`src/rtl/ula_seq.sv`:
```
// ula_seq: registered multi-cycle ALU with a START/BUSY/DONE handshake.
// Single-cycle AND/OR/ADD/SLT/XOR and an iterative shift-add unsigned MUL.
// RESULT and the flags load only on the completion edge and hold otherwise.
module ula_seq #(
  parameter int WIDTH = 8,
  parameter int CNTW  = 4
) (
  input  logic             CLK,
  input  logic             RST,
  input  logic             START,
  input  logic             AIN,
  input  logic             BIN,
  input  logic             CIN,
  input  logic [2:0]       OPERATION,
  input  logic [WIDTH-1:0] A,
  input  logic [WIDTH-1:0] B,
  output logic             BUSY,
  output logic             DONE,
  output logic [WIDTH-1:0] RESULT,
  output logic             COUT,
  output logic             OVERFLOW,
  output logic             ZERO
);

  localparam logic [0:0] S_IDLE = 1'b0;
  localparam logic [0:0] S_EXEC = 1'b1;

  localparam logic [2:0] OP_AND = 3'b000;
  localparam logic [2:0] OP_OR  = 3'b001;
  localparam logic [2:0] OP_ADD = 3'b010;
  localparam logic [2:0] OP_SLT = 3'b011;
  localparam logic [2:0] OP_MUL = 3'b100;
  localparam logic [2:0] OP_XOR = 3'b101;

  logic [0:0]         r_state;
  logic [CNTW-1:0]    r_cnt;
  logic [2:0]         r_op;
  logic               r_cin;
  logic [2*WIDTH-1:0] r_acc;
  // Multiplicand/multiplier registers double as the latched a/b operands:
  // non-MUL ops finish on the first EXEC edge, before any shift happens.
  logic [2*WIDTH-1:0] r_mcand;
  logic [WIDTH-1:0]   r_mplr;

  logic [WIDTH-1:0]   w_a_in, w_b_in, w_a, w_b;
  logic [WIDTH:0]     w_sum;
  logic               w_cmsb, w_ovf_add, w_less, w_done;
  logic [2*WIDTH-1:0] w_acc_nxt;
  logic [WIDTH-1:0]   w_res;
  logic               w_cout, w_ovf;

  assign w_a_in    = AIN ? ~A : A;
  assign w_b_in    = BIN ? ~B : B;
  assign w_a       = r_mcand[WIDTH-1:0];
  assign w_b       = r_mplr;
  assign w_sum     = {1'b0, w_a} + {1'b0, w_b} + {{WIDTH{1'b0}}, r_cin};
  // Carry into the MSB recovered from the MSB sum bit and its operands.
  assign w_cmsb    = w_a[WIDTH-1] ^ w_b[WIDTH-1] ^ w_sum[WIDTH-1];
  assign w_ovf_add = w_cmsb ^ w_sum[WIDTH];
  assign w_less    = w_sum[WIDTH-1] ^ w_ovf_add;
  assign w_acc_nxt = r_acc + (r_mplr[0] ? r_mcand : '0);
  assign w_done    = (r_state == S_EXEC) && (r_cnt == CNTW'(1));

  // Result/flag selection presented to the output registers at completion.
  always_comb begin
    w_res  = '0;
    w_cout = 1'b0;
    w_ovf  = 1'b0;
    case (r_op)
      OP_AND: w_res = w_a & w_b;
      OP_OR:  w_res = w_a | w_b;
      OP_XOR: w_res = w_a ^ w_b;
      OP_ADD: begin
        w_res  = w_sum[WIDTH-1:0];
        w_cout = w_sum[WIDTH];
        w_ovf  = w_ovf_add;
      end
      OP_SLT: begin
        w_res  = {{(WIDTH-1){1'b0}}, w_less};
        w_cout = w_sum[WIDTH];
        w_ovf  = w_ovf_add;
      end
      OP_MUL: begin
        w_res = w_acc_nxt[WIDTH-1:0];
        w_ovf = |w_acc_nxt[2*WIDTH-1:WIDTH];
      end
      default: ;
    endcase
  end

  // Control FSM, operand latch, shift-add datapath and output registers.
  always_ff @(posedge CLK or posedge RST) begin
    if (RST) begin
      r_state  <= S_IDLE;
      r_cnt    <= '0;
      r_op     <= '0;
      r_cin    <= 1'b0;
      r_acc    <= '0;
      r_mcand  <= '0;
      r_mplr   <= '0;
      BUSY     <= 1'b0;
      DONE     <= 1'b0;
      RESULT   <= '0;
      COUT     <= 1'b0;
      OVERFLOW <= 1'b0;
      ZERO     <= 1'b1;
    end else begin
      DONE <= 1'b0;
      case (r_state)
        S_IDLE: begin
          if (START) begin
            r_state <= S_EXEC;
            BUSY    <= 1'b1;
            r_op    <= OPERATION;
            r_cin   <= CIN;
            r_acc   <= '0;
            r_mcand <= {{WIDTH{1'b0}}, w_a_in};
            r_mplr  <= w_b_in;
            r_cnt   <= (OPERATION == OP_MUL) ? CNTW'(WIDTH) : CNTW'(1);
          end
        end
        default: begin
          r_acc   <= w_acc_nxt;
          r_mcand <= r_mcand << 1;
          r_mplr  <= r_mplr >> 1;
          r_cnt   <= r_cnt - CNTW'(1);
          if (w_done) begin
            r_state  <= S_IDLE;
            BUSY     <= 1'b0;
            DONE     <= 1'b1;
            RESULT   <= w_res;
            COUT     <= w_cout;
            OVERFLOW <= w_ovf;
            ZERO     <= ~|w_res;
          end
        end
      endcase
    end
  end

endmodule

```
`config.mk`:
```
export PLATFORM = sky130hd
export DESIGN_NAME = ula_seq
export DESIGN_NICKNAME = d
export VERILOG_FILES = /design/src/rtl/ula_seq.sv
export SDC_FILE = /design/constraint.sdc
export NUM_CORES = 1
export LEC_CHECK = 0
export ABC_AREA = 1
export CORE_MARGIN = 3
export CORE_UTILIZATION = 53
export DETAILED_ROUTE_END_ITERATION = 16
export GPL_TIMING_DRIVEN = 1
export MAX_ROUTING_LAYER = met4
export PLACE_DENSITY = 0.83
export SYNTH_ARGS = -nofsm -noshare
export SYNTH_HDL_FRONTEND = slang
export SYNTH_SLANG_ARGS = --single-unit
```
`constraint.sdc`:
```
create_clock -name CLK -period 2.3 [get_ports CLK]
set_input_delay 0.23 -clock CLK [delete_from_list [all_inputs] [get_ports CLK]]
set_output_delay 0.23 -clock CLK [all_outputs]
set_load 0.01 [all_outputs]
```
==> results of run 1 <==
cell usage in the layout, fill, tap and decap left out, types with 4 or more instances in the layout:
cell type | Yosys | routed
o221ai_1 | 15 | 15
a22o_1 | 4 | 4
nand4_1 | 6 | 6
nand3_1 | 33 | 27
nor2_2 | 4 | 6
buf_4 | 1 | 18
xor2_1 | 6 | 5
o22ai_1 | 13 | 13
xnor2_1 | 17 | 17
inv_2 | 8 | 13
dfrtp_1 | 61 | 61
clkdlybuf4s50_1 | 0 | 37
nor2_1 | 25 | 21
nand2_1 | 187 | 172
a21oi_1 | 18 | 15
clkbuf_8 | 0 | 9
nand3_2 | 6 | 10
ha_1 | 34 | 22
o21ai_1 | 4 | 4
o21ai_0 | 19 | 19
inv_1 | 101 | 96
ha_4 | 0 | 11
a21oi_2 | 2 | 4
nand2_2 | 2 | 17
area by class of cell:
cell class	instances	area [um^2]	area share, %
Clock buffer	9	124	2.21
Sequential cell	62	1550	27.7
Clock inverter	7	98.8	1.76
Multi-Input combinational cell	424	2750	49.0
Inverter	110	413	7.35
Tap cell	102	128	2.27
Timing Repair Buffer	58	548	9.76
final timing paths:
path / slack (ns) / end / cells after the start / startpoint
max: 0.02 / OVERFLOW$_DFFE_PP0P_ / 16 / r_mplr[0]$_DFFE_PP0P_
min: 0.24 / RESULT[7]$_DFFE_PP0P_ / 3 / RST
max reg2reg: 0.02 / OVERFLOW$_DFFE_PP0P_ / 16 / r_mplr[0]$_DFFE_PP0P_
min reg2reg: 0.47 / ZERO$_DFFE_PP1P_ / 2 / ZERO$_DFFE_PP1P_
max in group asynchronous: 1.75 / ZERO$_DFFE_PP1P_ / 3 / RST
min in group CLK: 0.42 / r_cin$_DFFE_PP0P_ / 3 / CIN
worst reg2reg max path, cell delays in order (launching register included):
cell     delay [ns]
dfrtp_1        0.43
buf_6          0.16
nand2_1        0.09
inv_2          0.06
ha_4           0.24
nand2_1        0.12
inv_2          0.07
a21oi_2        0.20
nand2_2        0.12
nand2_2        0.09
nand3_1        0.08
nand2_2        0.13
nand2_1        0.07
nor2_1         0.12
nand2_1        0.09
nand2_2        0.07
a21oi_2        0.04
logic make-up after synthesis:
group,synth area share (%)
simple gates,26.2
fa+ha+maj,10.8
compound gates,13.3
flops,34.6
buf+inv,10.6
xor+xnor,4.48
registers in the layout (all words and copies together), names as in the netlist:
name / count
COUT: 1
r_mcand: 16
r_state: 1
r_cin: 1
DONE: 1
BUSY: 1
OVERFLOW: 1
r_op: 3
RESULT: 8
r_cnt: 4
r_acc: 16
ZERO: 1
r_mplr: 8
power groups by stage:
stage	Sequential, mW	Combinational [mW]	Clock (mW)
6_report	1.88	3.24	1.10
5_1_grt	1.93	3.57	1.15
4_1_cts	1.84	2.90	1.10
3_5_place_dp	1.85	2.81	0
3_3_place_gp	1.82	2.74	0
2_1_floorplan	1.79	1.91	0
layer usage:
layer,up-vias,track usage (%),share of wire [%]
met3,47,5.57,8.1
met4,0,10.2,3.3
met1,2026,36.3,44
met2,238,39.9,44
li1,2078,-,-
met5,-,-,0
per-stage QoR:
step | utilization [%] | TNS [ns] | instance area, um^2
2_1_floorplan | - | 0 | 4490
4_1_cts | 67.0 | 0 | 5340
6_report | 70.5 | 0 | 5620
3_3_place_gp | 63.2 | -0.0607 | 5040
5_1_grt | 70.5 | -0.116 | 5620
3_5_place_dp | 63.2 | -0.171 | 5040
what timing repair did:
item / CTS / global route
resized for setup: 11 / 51
buffers inserted: 1 / 7
endpoints found under the setup margin: 3 / 7
pin swaps: 1 / 18
==> impl_metrics.csv, run 1 <==
group,metric,value,unit
synthesis,synthTopCellsByArea,"dfrtp_1 34%, nand2_1 16%, ha_1 9.5%",
synthesis,syn_nets,673,
synthesis,yosysMostFrequentCell,"nand2_1",
power_and_ir_drop,irDropWorstVdd,0.000519,V
floorplanning,die_h,98.1,um
critical_path,critPathKind,"register to register",
global_route,grt_overflow,0,
clocking,cts_made_buffers,9,
timing,hold_viol_final,0,
timing,fmax,438,MHz
timing,period_needed,2.28,ns
power_and_ir_drop,power_density,1110,nW/um^2
routing,routed_wl,12500,um
power_and_ir_drop,power.share.clock,17.6,%
power_and_ir_drop,total_leakage_power,2.82,nW
global_route,antenna_found_initial,0,
cells_and_area,drive_gt1_share,17.2,%
clocking,cts_num_sinks,62,
clocking,clock_latency,0.35,ns
flow_run,maxCapViolCount,0,
synthesis,ys_seq_area_share,34.6,%
placed_design,hpwl,9060,um
critical_path,crit_path_max_fanout,7,
routing,drc,0,
routing,firstDrtPassIters,6,
global_route,grt_pass1_wl,20400,um
synthesis,synth_top_area_share,34.0,%
power_and_ir_drop,sw_frac_of_total,44.2,%
critical_path,crit_chain,"buf_6 > nand2_1 > inv_2 > ha_4 > nand2_1 > inv_2 > a21oi_2 > nand2_2 > nand2_2 > nand3_1 > nand2_2 > nand2_1 > nor2_1 > nand2_1 > nand2_2 > a21oi_2",
timing,worst-slew-pin-transition,0.583,ns
floorplanning,dieArea,9620,um^2
critical_path,cp_slowest_cell,"dfrtp_1",
timing,fin_crit_sh,99.3,%
worst_hold_path,worst_hold_path_type,"input pin to asynchronous set/reset pin",
critical_path,cpLargestDelayFamily,"simple AND/OR/NAND/NOR gates",
critical_path,startpoint_type,"register",
clocking,h-tree-depth,3,
timing,rsz0062_at_grt,"yes",
routing,detail-route-antenna-nets,0,
global_route,grt_pass1_vias,4254,
floorplanning,die_w,98.1,um
placed_design,dp_cells,748,
power_and_ir_drop,p_seq_share,30.2,%
synthesis,yosys_warnings,0,
cells_and_area,instances_no_fill,772,
synthesis,synthTopCellsByCount,"187 x nand2_1, 101 x inv_1, 61 x dfrtp_1, 34 x ha_1, 33 x nand3_1",
floorplanning,core,7970,um^2
synthesis,ys_types,43,
power_and_ir_drop,finalPower,6.21,mW
cells_and_area,area_growth,25.0,%
power_and_ir_drop,p_int,3.47,mW
synthesis,netlist_area,4490,um^2
power_and_ir_drop,combPwrFrac,52.2,%
floorplanning,start_util,56.4,%
routing,drt_first_iter_violations,325,
critical_path,cp.required,2.54,ns
synthesis,async_flop_share,100,%
clocking,clk_pin_slew_worst_paths,0.08,ns
routing,via_per_inst,5.69,
floorplanning,row_count,32,
global_route,grt_usage,26.9,%
synthesis,synth_seq_cells,62,
timing,finalSetupViolCount,0,
critical_path,critPathBufInv,3,
timing,relSlewSlack,60.9,%
synthesis,synthCells,611,
synthesis,avgSynthCellArea,7.35,um^2
synthesis,synth_edf_count,0,
cells_and_area,num-nets-final,727,
floorplanning,num_io_pins,38,
timing,slew_violations,0,
global_route,grt_max_degree,63,
synthesis,synth_top_area_cell,"dfrtp_1",
timing,holdWs,0.242,ns
critical_path,worstPathArrival,2.53,ns
routing,vias,4389,
clocking,clk_path_buf_depth,2,
placed_design,numPortBuffers,37,
routing,routedWlPerCell,16.2,um
cells_and_area,fill_cells,641,
outcome,status,"complete, no violations",
clocking,cts-hold-fix-buffers,0,
critical_path,cp_slowest_stage_delay,0.43,ns
power_and_ir_drop,power.switching,2.74,mW
clocking,cts_tree,"yes",
critical_path,endpoint_kind,"register",
synthesis,synthFlopType,"dfrtp_1",
placed_design,place_congestion,0.967,
cells_and_area,antenna_cells,0,
timing,fin_skew,0.0106,ns
clocking,clockRootBuffer,"clkbuf_8",
timing,setup_slack,0.0161,ns
placed_design,dp_slack,-0.0964,ns
Power figures use the tool's default switching activity.
==> run 2: changes to the inputs <==
==> constraint.sdc (replaced) <==
create_clock -name CLK -period 2.3 [get_ports CLK]
set_input_delay 0.46 -clock CLK [delete_from_list [all_inputs] [get_ports CLK]]
set_output_delay 0.46 -clock CLK [all_outputs]
set_load 0.01 [all_outputs]
==> run 2 against run 1 <==
  * The flow now finishes with violations (setup timing)
  * Wire length shrank 5.6%
  * Global-route usage decreased by 1.6 points
  * Critical path depth fell by 3
  * Fmax decreased by 1.4%
  * Combinational power fell by 6.8%
  * Sequential share of layout area rose by 0.98 points
  * Setup slack lost 0.033 ns
  * Clock power shrank 21%
  * Clock-buffer cell count rose by 3
  * Non-clock buffer count fell by 8
  * Largest power group unchanged
==> impl_metrics.csv, run 2 (synthesis results as in run 1) <==
group,metric,value,unit
global_route,grt_use_met2,36.9,%
clocking,cts_made_buffers,9,
clocking,clockRootBuffer,"clkbuf_8",
floorplanning,die_h,98.1,um
power_and_ir_drop,power.share.clock,15.1,%
cells_and_area,reg_top3,"r_acc: 16 flops, r_mcand: 16 flops",
cells_and_area,antenna_cells,0,
flow_run,maxCapViolCount,0,
critical_path,cp.required,2.53,ns
critical_path,crit_path_max_fanout,4,
floorplanning,row_count,32,
timing,period_needed,2.32,ns
cells_and_area,fin_area,5420,um^2
global_route,grt_overflow,0,
global_route,grt_usage,25.3,%
cells_and_area,final_common_cell,"nand2_1",
power_and_ir_drop,p_int,3.17,mW
timing,relSlewSlack,60.2,%
cells_and_area,final_cell_mix,"178 x nand2_1, 95 x inv_1, 61 x dfrtp_1, 37 x clkdlybuf4s50_1, 29 x nand3_1",
timing,worst-slew-pin-transition,0.594,ns
global_route,antenna_found_initial,0,
critical_path,crit_path_start,"r_mplr[0]$_DFFE_PP0P_",
routing,drc,0,
timing,holdWs,0.299,ns
timing,hold_viol_final,0,
timing,finalSetupViolCount,1,
clocking,cts-hold-fix-buffers,0,
power_and_ir_drop,total_leakage_power,2.76,nW
critical_path,worstPathArrival,2.55,ns
global_route,grt_pass1_wl,19200,um
routing,routedWlPerCell,15.4,um
power_and_ir_drop,p_seq_share,32.6,%
power_and_ir_drop,sw_frac_of_total,45.0,%
outcome,violations,"setup timing",
global_route,grt-busiest-layer,"met2",
placed_design,placed_area,5030,um^2
critical_path,worst_r2r_endpoint,"OVERFLOW$_DFFE_PP0P_",
clocking,clk_path_buf_depth,2,
floorplanning,die_w,98.1,um
outcome,status,"finished, violations left",
cells_and_area,utilization,68.1,%
cells_and_area,area_growth,20.7,%
power_and_ir_drop,irDropWorstVdd,0.000517,V
placed_design,hpwl,8760,um
global_route,grt_pass1_vias,4055,
timing,fin_crit_sh,101,%
critical_path,ff2ff_path_depth,13,
global_route,grt_max_degree,36,
critical_path,startpoint_type,"register",
critical_path,crit_end,"OVERFLOW$_DFFE_PP0P_",
placed_design,place_congestion,0.971,
clocking,cts_tree,"yes",
power_and_ir_drop,power_density,1060,nW/um^2
timing,tns,-0.0164,ns
floorplanning,dieArea,9620,um^2
routing,detail-route-antenna-nets,0,
routing,via_per_inst,5.64,
timing,setup_slack,-0.0164,ns
floorplanning,start_util,56.4,%
critical_path,timing.rr.start,"r_mplr[0]$_DFFE_PP0P_",
clocking,clk_pin_slew_worst_paths,0.07,ns
critical_path,endpoint_kind,"register",
timing,rsz0062_at_grt,"yes",
timing,slew_violations,0,
timing,fin_skew,0.0105,ns
cells_and_area,fill_cells,638,
clocking,clock_latency,0.35,ns
critical_path,critPathKind,"register to register",
worst_hold_path,worst_hold_path_type,"input pin to asynchronous set/reset pin",
routing,firstDrtPassIters,5,
power_and_ir_drop,power.switching,2.59,mW
power_and_ir_drop,combPwrFrac,52.3,%
cells_and_area,drive_gt1_share,14.5,%
routing,drt_first_iter_violations,269,
floorplanning,num_io_pins,38,
clocking,cts_num_sinks,62,
global_route,use_met3,5.29,%
placed_design,numPortBuffers,37,
clocking,h-tree-depth,3,
routing,routed_wl,11800,um
timing,fmax,432,MHz
global_route,use_met1,35.0,%
routing,vias,4312,
cells_and_area,num-nets-final,719,
critical_path,reg2reg_slack,-0.02,ns
floorplanning,core,7970,um^2
## run 2: changes by cell type in the layout (fill, tap and decap cells not counted), moves of 2 or more
cell and change:
buf_4 -9, ha_4 -3, nand3_1 +2, bufinv_16 -2, nand2_2 -6, ha_2 +2
clkinv_4 -3, nand3_4 -2, nand2_1 +6, clkbuf_1 +2
## run 2: how the worst min path moves through the flow
stage | startpoint | end | slack [ns]
after floorplan | r_mcand[15]$_DFFE_PP0P_ | r_mcand[15]$_DFFE_PP0P_ | 0.45
after global placement | RESULT[7]$_DFFE_PP0P_ | RESULT[7]$_DFFE_PP0P_ | 0.46
after detailed placement | ZERO$_DFFE_PP1P_ | ZERO$_DFFE_PP1P_ | 0.46
after CTS | RST | DONE$_DFF_PP0_ | 0.29
after global routing | RST | DONE$_DFF_PP0_ | 0.29
final | RST | DONE$_DFF_PP0_ | 0.30
## run 2: through the flow
step | cells | worst slack [ns] | power [mW]
detailed placement | 746 | -0.00330 | 4.58
global route | 764 | -0.209 | 6.19
CTS | 762 | 0.0119 | 5.45
finish | 764 | -0.0164 | 5.76
floorplan | 611 | 0.0218 | 3.70
global placement | 746 | 0.0109 | 4.49
## run 2: worst max-delay path, stage by stage, from the launching register on
cell	delay (ns)
dfrtp_1	0.42
ha_1	0.23
ha_2	0.21
fa_2	0.41
nand3_1	0.13
nand3_2	0.11
nand3_1	0.11
nand4_1	0.08
nand2_1	0.09
nand2_1	0.06
nor2_1	0.13
nand2_1	0.09
nand2_1	0.08
a21oi_2	0.05
## run 2: layout make-up
cell class	instances	area, um^2	area share, %
Clock buffer	12	145	2.68
Multi-Input combinational cell	424	2660	49.0
Sequential cell	62	1550	28.6
Timing Repair Buffer	50	500	9.23
Inverter	110	413	7.61
Tap cell	102	128	2.35
Clock inverter	4	25.0	0.461
## run 2: timing repair
action	CTS	global route
gates resized for setup	1	46
setup buffers	0	2
setup endpoints to repair	1	6
pin swaps	0	17
## run 2: routing by layer
layer	vias up	routed length [um]
li1	2058	-
met1	2042	5370
met2	180	5300
met3	32	810
met4	0	316
met5	-	0
## run 2: power groups by stage
stage	Combinational (mW)	Clock (mW)	Sequential (mW)
global route	3.33	0.934	1.93
detailed placement	2.73	0	1.85
floorplan	1.91	0	1.79
CTS	2.74	0.873	1.84
finish	3.02	0.868	1.88
global placement	2.66	0	1.83
